===== src/rtl/dds_wave_if.sv =====
// dds_wave_if: control inputs, ROM port and sample stream of the
// waveform core; master is the core side.
interface dds_wave_if #(
   parameter int PHASE_BIT = 12
);
   logic                        enable;
   logic [PHASE_BIT-2:0]        phase_M;
   logic [10:0]                 signal_A;
   logic [1:0]                  signal_shape;
   logic [PHASE_BIT-3:0]        rom_addr;
   logic [PHASE_BIT-2:0]        rom_data;
   logic signed [PHASE_BIT-1:0] sample_out;
   logic                        sample_valid;

   modport master (
      input  enable, phase_M, signal_A, signal_shape, rom_data,
      output rom_addr, sample_out, sample_valid
   );

   modport slave (
      output enable, phase_M, signal_A, signal_shape, rom_data,
      input  rom_addr, sample_out, sample_valid
   );
endinterface


===== src/rtl/dds_wave_core.sv =====
// dds_wave_core: phase accumulator, quarter-wave ROM lookup and
// amplitude scaling into a signed sample stream.
module dds_wave_core #(
   parameter int ACC_W      = 20,
   parameter int PHASE_BIT  = 12,
   parameter int SAMPLE_DIV = 1
) (
   input  logic       clk,
   input  logic       rst_n,
   dds_wave_if.master io
);

   localparam int IW    = PHASE_BIT - 2;
   localparam int PW    = PHASE_BIT + 11;
   localparam int CNT_W = (SAMPLE_DIV > 1) ? $clog2(SAMPLE_DIV) : 1;
   localparam logic [CNT_W-1:0] CNT_LAST = CNT_W'(SAMPLE_DIV - 1);

   typedef struct packed {
      logic                 v;
      logic [PHASE_BIT-1:0] p;
      logic [1:0]           shape;
      logic [10:0]          a;
   } s0_t;

   typedef struct packed {
      logic          v;
      logic [1:0]    q;
      logic [IW-1:0] idx;
      logic [1:0]    shape;
      logic [10:0]   a;
   } sx_t;

   typedef struct packed {
      logic                        v;
      logic signed [PHASE_BIT-1:0] w;
      logic [10:0]                 a;
   } s3_t;

   logic [CNT_W-1:0]            cnt;
   logic [ACC_W-1:0]            acc;
   logic                        tick;
   s0_t                         s0;
   sx_t                         s1;
   sx_t                         s2;
   s3_t                         s3;
   logic [IW-1:0]               s0_idx;
   logic [IW-1:0]               s2_idx;
   logic [PHASE_BIT-2:0]        mag;
   logic signed [PHASE_BIT-1:0] mag_s;
   logic signed [PHASE_BIT-1:0] w;
   logic signed [PW-1:0]        w_ext;
   logic signed [PW-1:0]        a_ext;
   logic signed [PW-1:0]        prod;

   assign tick = io.enable && (cnt == CNT_LAST);

   always_ff @(posedge clk or negedge rst_n) begin
      if (!rst_n) begin
         cnt <= '0;
         acc <= '0;
      end else if (tick) begin
         cnt <= '0;
         acc <= acc + ACC_W'(io.phase_M);
      end else if (io.enable) begin
         cnt <= cnt + CNT_W'(1);
      end
   end

   // inputs are captured only on ticks so in-flight samples keep them
   always_ff @(posedge clk or negedge rst_n) begin
      if (!rst_n) begin
         s0 <= '0;
      end else begin
         s0.v <= tick;
         if (tick) begin
            s0.p     <= acc[ACC_W-1 -: PHASE_BIT];
            s0.shape <= io.signal_shape;
            s0.a     <= io.signal_A;
         end
      end
   end

   assign s0_idx = s0.p[PHASE_BIT-2] ? ~s0.p[IW-1:0] : s0.p[IW-1:0];

   always_ff @(posedge clk or negedge rst_n) begin
      if (!rst_n) begin
         s1          <= '0;
         s2          <= '0;
         io.rom_addr <= '0;
      end else begin
         s1 <= '{v: s0.v, q: s0.p[PHASE_BIT-1 -: 2],
                 idx: s0.p[IW-1:0], shape: s0.shape, a: s0.a};
         io.rom_addr <= s0_idx;
         s2 <= s1;
      end
   end

   always_comb begin
      s2_idx = s2.q[0] ? ~s2.idx : s2.idx;
      mag    = '0;
      unique case (s2.shape)
         2'd0:    mag = io.rom_data;
         2'd1:    mag = {s2_idx, 1'b0};
         2'd2:    mag = '1;
         default: mag = '0;
      endcase
      mag_s = $signed({1'b0, mag});
      w     = '0;
      if (s2.shape != 2'd3) w = s2.q[1] ? -mag_s : mag_s;
   end

   always_ff @(posedge clk or negedge rst_n) begin
      if (!rst_n) s3 <= '0;
      else        s3 <= '{v: s2.v, w: w, a: s2.a};
   end

   // slicing the product at bit 11 is a flooring arithmetic shift
   assign w_ext = PW'($signed(s3.w));
   assign a_ext = PW'(s3.a);
   assign prod  = w_ext * a_ext;

   always_ff @(posedge clk or negedge rst_n) begin
      if (!rst_n) begin
         io.sample_out   <= '0;
         io.sample_valid <= 1'b0;
      end else begin
         io.sample_valid <= s3.v;
         if (s3.v) io.sample_out <= prod[11 +: PHASE_BIT];
      end
   end

endmodule


===== src/flat_wrapper.sv =====
// flat-port wrapper written by rule: the top's interface ports become plain ports
module dds_wave_core_flat 
#(
   parameter int ACC_W      = 20,
   parameter int PHASE_BIT  = 12,
   parameter int SAMPLE_DIV = 1
)
  (clk, rst_n, io_enable, io_phase_M, io_signal_A, io_signal_shape, io_rom_data, io_rom_addr, io_sample_out, io_sample_valid);
  dds_wave_if #(.PHASE_BIT(PHASE_BIT)) io_i ();
  input  logic clk;
  input  logic rst_n;
  input wire logic [$bits(io_i.enable)-1:0] io_enable;
  input wire logic [$bits(io_i.phase_M)-1:0] io_phase_M;
  input wire logic [$bits(io_i.signal_A)-1:0] io_signal_A;
  input wire logic [$bits(io_i.signal_shape)-1:0] io_signal_shape;
  input wire logic [$bits(io_i.rom_data)-1:0] io_rom_data;
  output wire logic [$bits(io_i.rom_addr)-1:0] io_rom_addr;
  output wire logic [$bits(io_i.sample_out)-1:0] io_sample_out;
  output wire logic [$bits(io_i.sample_valid)-1:0] io_sample_valid;
  assign io_i.enable = io_enable;
  assign io_i.phase_M = io_phase_M;
  assign io_i.signal_A = io_signal_A;
  assign io_i.signal_shape = io_signal_shape;
  assign io_i.rom_data = io_rom_data;
  assign io_rom_addr = io_i.rom_addr;
  assign io_sample_out = io_i.sample_out;
  assign io_sample_valid = io_i.sample_valid;
  dds_wave_core #(.ACC_W(ACC_W), .PHASE_BIT(PHASE_BIT), .SAMPLE_DIV(SAMPLE_DIV)) u_core (.clk(clk), .rst_n(rst_n), .io(io_i));
endmodule

===== config.mk =====
export PLATFORM = sky130hd
export DESIGN_NAME = dds_wave_core_flat
export DESIGN_NICKNAME = d
export VERILOG_FILES = /design/src/rtl/dds_wave_if.sv /design/src/rtl/dds_wave_core.sv /design/src/flat_wrapper.sv
export SDC_FILE = /design/constraint.sdc
export NUM_CORES = 1
export LEC_CHECK = 0
export ABC_AREA = 1
export BUFFER_PORTS_ARGS = -buffer_cell sky130_fd_sc_hd__buf_2
export CORE_MARGIN = 3
export CORE_UTILIZATION = 57
export CTS_CLUSTER_SIZE = 14
export DETAILED_ROUTE_END_ITERATION = 12
export GPL_TIMING_DRIVEN = 0
export HOLD_SLACK_MARGIN = 0.06
export PLACE_DENSITY_LB_ADDON = 0.12
export SLEW_MARGIN = 20
export SYNTH_ARGS = -nofsm -noshare
export SYNTH_HDL_FRONTEND = slang
export SYNTH_SLANG_ARGS = --single-unit

===== constraint.sdc =====
create_clock -name clk -period 4.7 [get_ports clk]
set_input_delay 0.94 -clock clk [delete_from_list [all_inputs] [get_ports clk]]
set_output_delay 0.94 -clock clk [all_outputs]
set_load 0.005 [all_outputs]

# [Yosys cells after proc, flatten, opt, wreduce, memory -nomap -nowiden]
# Cells that the tools add are included.
[totals] regBits=146 out_inout_bits=23 elab_cells=42
[op_classes] addsub=3 mul=1 n_eq_ne=3 muxes=7 n_bitwise=3 reduce_logical=3
[ops] cell="$pmux 11 s3" n=1
[ops] cell="$mux 12" n=2
[ops] cell="$mul 12x12->23" n=1
[ops] cell="$add 20x11->20" n=1
[ops] cell="$mux 10" n=2
[ops] cell="$not 10->10" n=2
[ops] cell="$neg 11->12" n=1
[ops] cell="$eq 2x1->1 const B" n=1
[ops] cell="$eq 2x2->1 const B" n=1
[ops] cell="$logic_not 2->1" n=1
[ops] cell="$mux 1" n=2
[ops] cell="$ne 2x2->1 const B" n=1
[ops] cell="$reduce_bool 2->1" n=1
[ops] cell="$add 1x1->1 const B" n=1
[ops] cell="$logic_and 1x1->1" n=1
[ops] cell="$not 1->1" n=1

# [Longest topological paths before layout]
[logic_depth] ltp_word=6 ltp_mapped=23 mapped_depth_nobuf=22

# [Worst setup path after synthesis]
# No wires, ideal clock.
[synth_timing] path_type="register to register" startpoint="reg u_core.s3 (netlist bit u_core.a_ext[4])" endpoint="reg u_core.io.sample_out[11]" setup_time_ns=0.118 t_arrival_ns=4.907 slack_ns=-0.325 path_stages_with_launch=23 synth_period_minus_slack_ns=5.025 path_cell_list="dfrtp_1 -> clkbuf_1 -> nand2_1 -> fa_1 -> inv_1 -> fa_1 -> inv_1 -> fa_1 -> inv_1 -> fa_1 -> inv_1 -> fa_1 -> inv_1 -> ha_1 -> inv_1 -> nor3_1 -> nand2_1 -> nor2_1 -> nand2_1 -> nand3_1 -> nand3_1 -> nand3_1 -> nand2_1"
[synth_between] elab_chain_len=1
[synth_lines] item="start: declaration" line="dds_wave_core.sv:45" text="s3_t s3;"
[synth_lines] item="start signal: assignment" line="dds_wave_core.sv:114" text="else s3 <= '{v: s2.v, w: w, a: s2.a};"
[synth_lines] item="$mul 12x12->23" line="dds_wave_core.sv:120" text="assign prod = w_ext * a_ext;"
[synth_lines] item="end signal: assignment" line="dds_wave_core.sv:128" text="if (s3.v) io.sample_out <= prod[11 +: PHASE_BIT];"
[synth_lines] item="end: declaration" line="dds_wave_if.sv:17" text="output rom_addr, sample_out, sample_valid"
# No other way between the ends.
# A chain may end at the register's enable or synchronous reset.

# [Final worst setup path]
[layout_timing] startpoint="reg u_core.s3 (netlist bit u_core.a_ext[4])" endpoint="reg u_core.io.sample_out[9]"
# The elaborated chain is that of the path after synthesis.

==> impl_metrics.csv <==
group,metric,value,unit
grt,grtUsageMet1,34.9,%
sta,clock_skew,9.97,ps
critical_path,cp.arrival,5130,ps
run,max_cap_violations,0,
logic_synthesis,synthArstFlopShare,100,%
placed_design,place_inst,1542,
cells_and_area,nNetsFinal,1603,
drt,drt-total-wl,25000,µm
critical_path,slowest_stage,"fa_1",
clock_network,clkLatencyLatePin,420,ps
logic_synthesis,synthCells,1252,
die,core.rowCount,49,
sta,finalSetupViolations,2,
clock_network,path_clk_slew,60,ps
logic_synthesis,yosysUniqueCellTypes,40,
critical_path,path_class,"flip-flop to flip-flop",
critical_path,required,5010,ps
logic_synthesis,synth.most_common_cell,"nand2_1",
logic_synthesis,ys.flop_type,"dfrtp_1",
grt,grt_most_used_layer,"met2",
logic_synthesis,synth_common_cells,"345 x nand2_1, 271 x inv_1, 146 x dfrtp_1",
die,die_w,144,µm
clock_network,cts_max_level,4,
grt,track_usage,25.4,%
sta,fin_ws,-112,ps
placed_design,gp_congestion,0.881,
hold_path,hold_depth,0,
status,violations,"setup timing",
critical_path,r2r_slack,-110,ps
die,pin_count,61,
grt,grt_pass1_wl,41600,µm
sta,worstMarginPinSlew,705,ps
sta,slew_headroom,53.0,%
logic_synthesis,syn_area_per_cell,8.69,µm²
hold_path,min_from,"u_core.s1[3]",
die,coreArea,18300,µm²
clock_network,cts_root_buf,"clkbuf_16",
clock_network,cts.sinks,146,
grt,antenna_found_initial,0,
grt,gr-usage-met3,4.20,%
die,die-area,20800,µm²
cells_and_area,drive_gt1_share,23.8,%
logic_synthesis,synth_seq_cells,146,
power,vdd_ir_drop_max,0.000699,V
logic_synthesis,synth_top_area_cell,"dfrtp_1",
sta,min_period,4810,ps
sta,timing.fmax,0.208,GHz
logic_synthesis,synth_nets,1471,
logic_synthesis,ys_warn_count,0,
sta,drv_slew,0,
grt,grt_pass1_vias,8683,
power,powerDensity,727,nW/µm²
critical_path,cp-start-kind,"flip-flop",
die,start_util,59.4,%
critical_path,worst-path-max-fanout,6,
sta,fin_crit_sh,102,%
drt,vias_per_cell,5.18,
die,chipHeight,144,µm
critical_path,end_kind,"flip-flop",
grt,grt_max_degree,82,
hold_path,hold_path_end,"u_core.s2[3]",
sta,rsz0062_at_grt,"true",
logic_synthesis,synthTopCellsByArea,"dfrtp_1 34%, fa_1 22%, nand2_1 12%",
power,leakage,7.16,nW
drt,wl_per_cell,15.4,µm
placed_design,port-buffer-count,60,
critical_path,critPathMaxStageDelay,540,ps
critical_path,crit_buf_inv,5,
critical_path,crit_path_cell_trace,"clkbuf_16 -> buf_12 -> nand2_1 -> fa_1 -> inv_1 -> fa_1 -> fa_2 -> fa_1 -> inv_1 -> fa_1 -> inv_1 -> ha_4 -> nand2_4 -> nor4_2 -> nand2_1 -> nand2_2 -> nand2_2 -> nand2_1 -> nand2_1 -> nand3_1 -> nand2_1",
critical_path,crit_path_frequent_cell,"nand2_1",
status,status,"finished with violations",
drt,first_pass_iters,5,
drt,detail-route-antenna-nets,0,
logic_synthesis,syn_area,10900,µm²
clock_network,cts.path.max_buffers,2,
critical_path,critPathTopFamily,"adder cells",
placed_design,dp_slack,-635,ps
logic_synthesis,synth_edf_count,0,
cells_and_area,antenna_cells,0,
critical_path,ff2ff_path_depth,21,
cells_and_area,area_delta_synth_final,22.1,%
clock_network,cts_tree,"done",
logic_synthesis,yosysSeqAreaShare,33.6,%
hold_path,hold_path_class,"flip-flop to flip-flop",
sta,hold_viol_final,0,
drt,vias,8418,
critical_path,reg2reg_to,"u_core.io.sample_out[9]",
grt,grt_overflow,0,
clock_network,cts_made_buffers,17,
logic_synthesis,yosysTopAreaCellShare,33.6,%
clock_network,hold_buffers,0,
grt,gr-usage-met2,42.7,%
cells_and_area,fin_cells,1626,
critical_path,r2r-start,"u_core.a_ext[4]",
placed_design,dp_hpwl,18000,µm
drt,route.detailed.drc,0,
drt,drtIter0Drc,458,
-- flip-flops by register name (all words and copies together), names as in the netlist --
name                    cells
u_core.io.sample_valid      1
u_core.acc                 20
u_core.s2                  26
u_core.s1                  26
u_core.io.rom_addr         10
u_core.s3                  13
u_core.cnt                  1
u_core.s0                  26
u_core.io.sample_out       12
u_core.a_ext               11
-- area by class of cell --
type | count | area [µm²]
multi-input cells | 789 | 6590
fillers | 1313 | 5050
flip-flops and latches | 146 | 3670
inverters | 279 | 1050
repair buffers | 117 | 790
clock buffers | 21 | 460
plain buffers | 34 | 289
well taps | 229 | 287
clock inverters | 11 | 150
-- layer usage --
metal / wire length [µm] / vias up
met5: 0 / -
met4: 385 / 0
met3: 1280 / 34
met2: 12500 / 224
met1: 10900 / 4158
li1: - / 4002
-- power breakdown --
part | internal, mW | switching (mW)
sequential | 1.57 | 0.205
clock | 0.867 | 0.521
combinational | 2.78 | 3.71
total | 5.22 | 4.44
-- cell usage in the layout, fill, tap and decap left out, types with 20 or more instances in the layout --
cell type and count:
inv_2 27, buf_2 65, fa_1 114, nand3_1 38, o21ai_0 26, dfrtp_1 136, ha_1 40, o21ai_1 22
nand2_1 314, buf_4 54, nor2_1 31, a21oi_1 20, inv_1 250, xor2_1 21, nand2_2 31
-- stage by stage --
step                hold slack [ps]  util (%)  power, mW  cell area (µm²)  setup TNS, ps
global route                    348      72.5       10.4            13300          -1240
floorplan                       331         -       4.88            10900              0
detailed placement              335      62.9       6.01            11500          -5770
global placement                332      62.7       5.95            11500          -5500
finish                          340      72.5       9.66            13300           -163
CTS                             343      70.1       8.44            12900           -108
-- logic make-up after synthesis --
logic type / count (synthesis) / share of synthesized area, %
XOR/XNOR: 30 / 2.41
flip-flops: 146 / 33.6
adder cells (fa/ha/maj): 181 / 29.2
AO/OA/AOI/OAI: 104 / 5.40
AND/OR/NAND/NOR: 474 / 18.2
buffers and inverters: 317 / 11.2
-- worst max-delay path by stage --
stage / to / from / cells past startpoint
3_3_place_gp: u_core.io.sample_out[11] / u_core.a_ext[7] / 20
3_5_place_dp: u_core.io.sample_out[11] / u_core.a_ext[7] / 20
4_1_cts: u_core.io.sample_out[11] / u_core.s3[22] / 22
6_report: u_core.io.sample_out[9] / u_core.a_ext[4] / 21
2_1_floorplan: u_core.io.sample_out[3] / u_core.a_ext[7] / 19
5_1_grt: u_core.io.sample_out[9] / u_core.a_ext[5] / 20
-- what timing repair did --
item | in CTS | in global routing
gates resized for setup | 103 | 100
pin swaps | 56 | 91
setup buffers | 39 | 18
setup endpoints to repair | 12 | 12
cloned | 0 | 0
(Power assumes the default switching activity.)
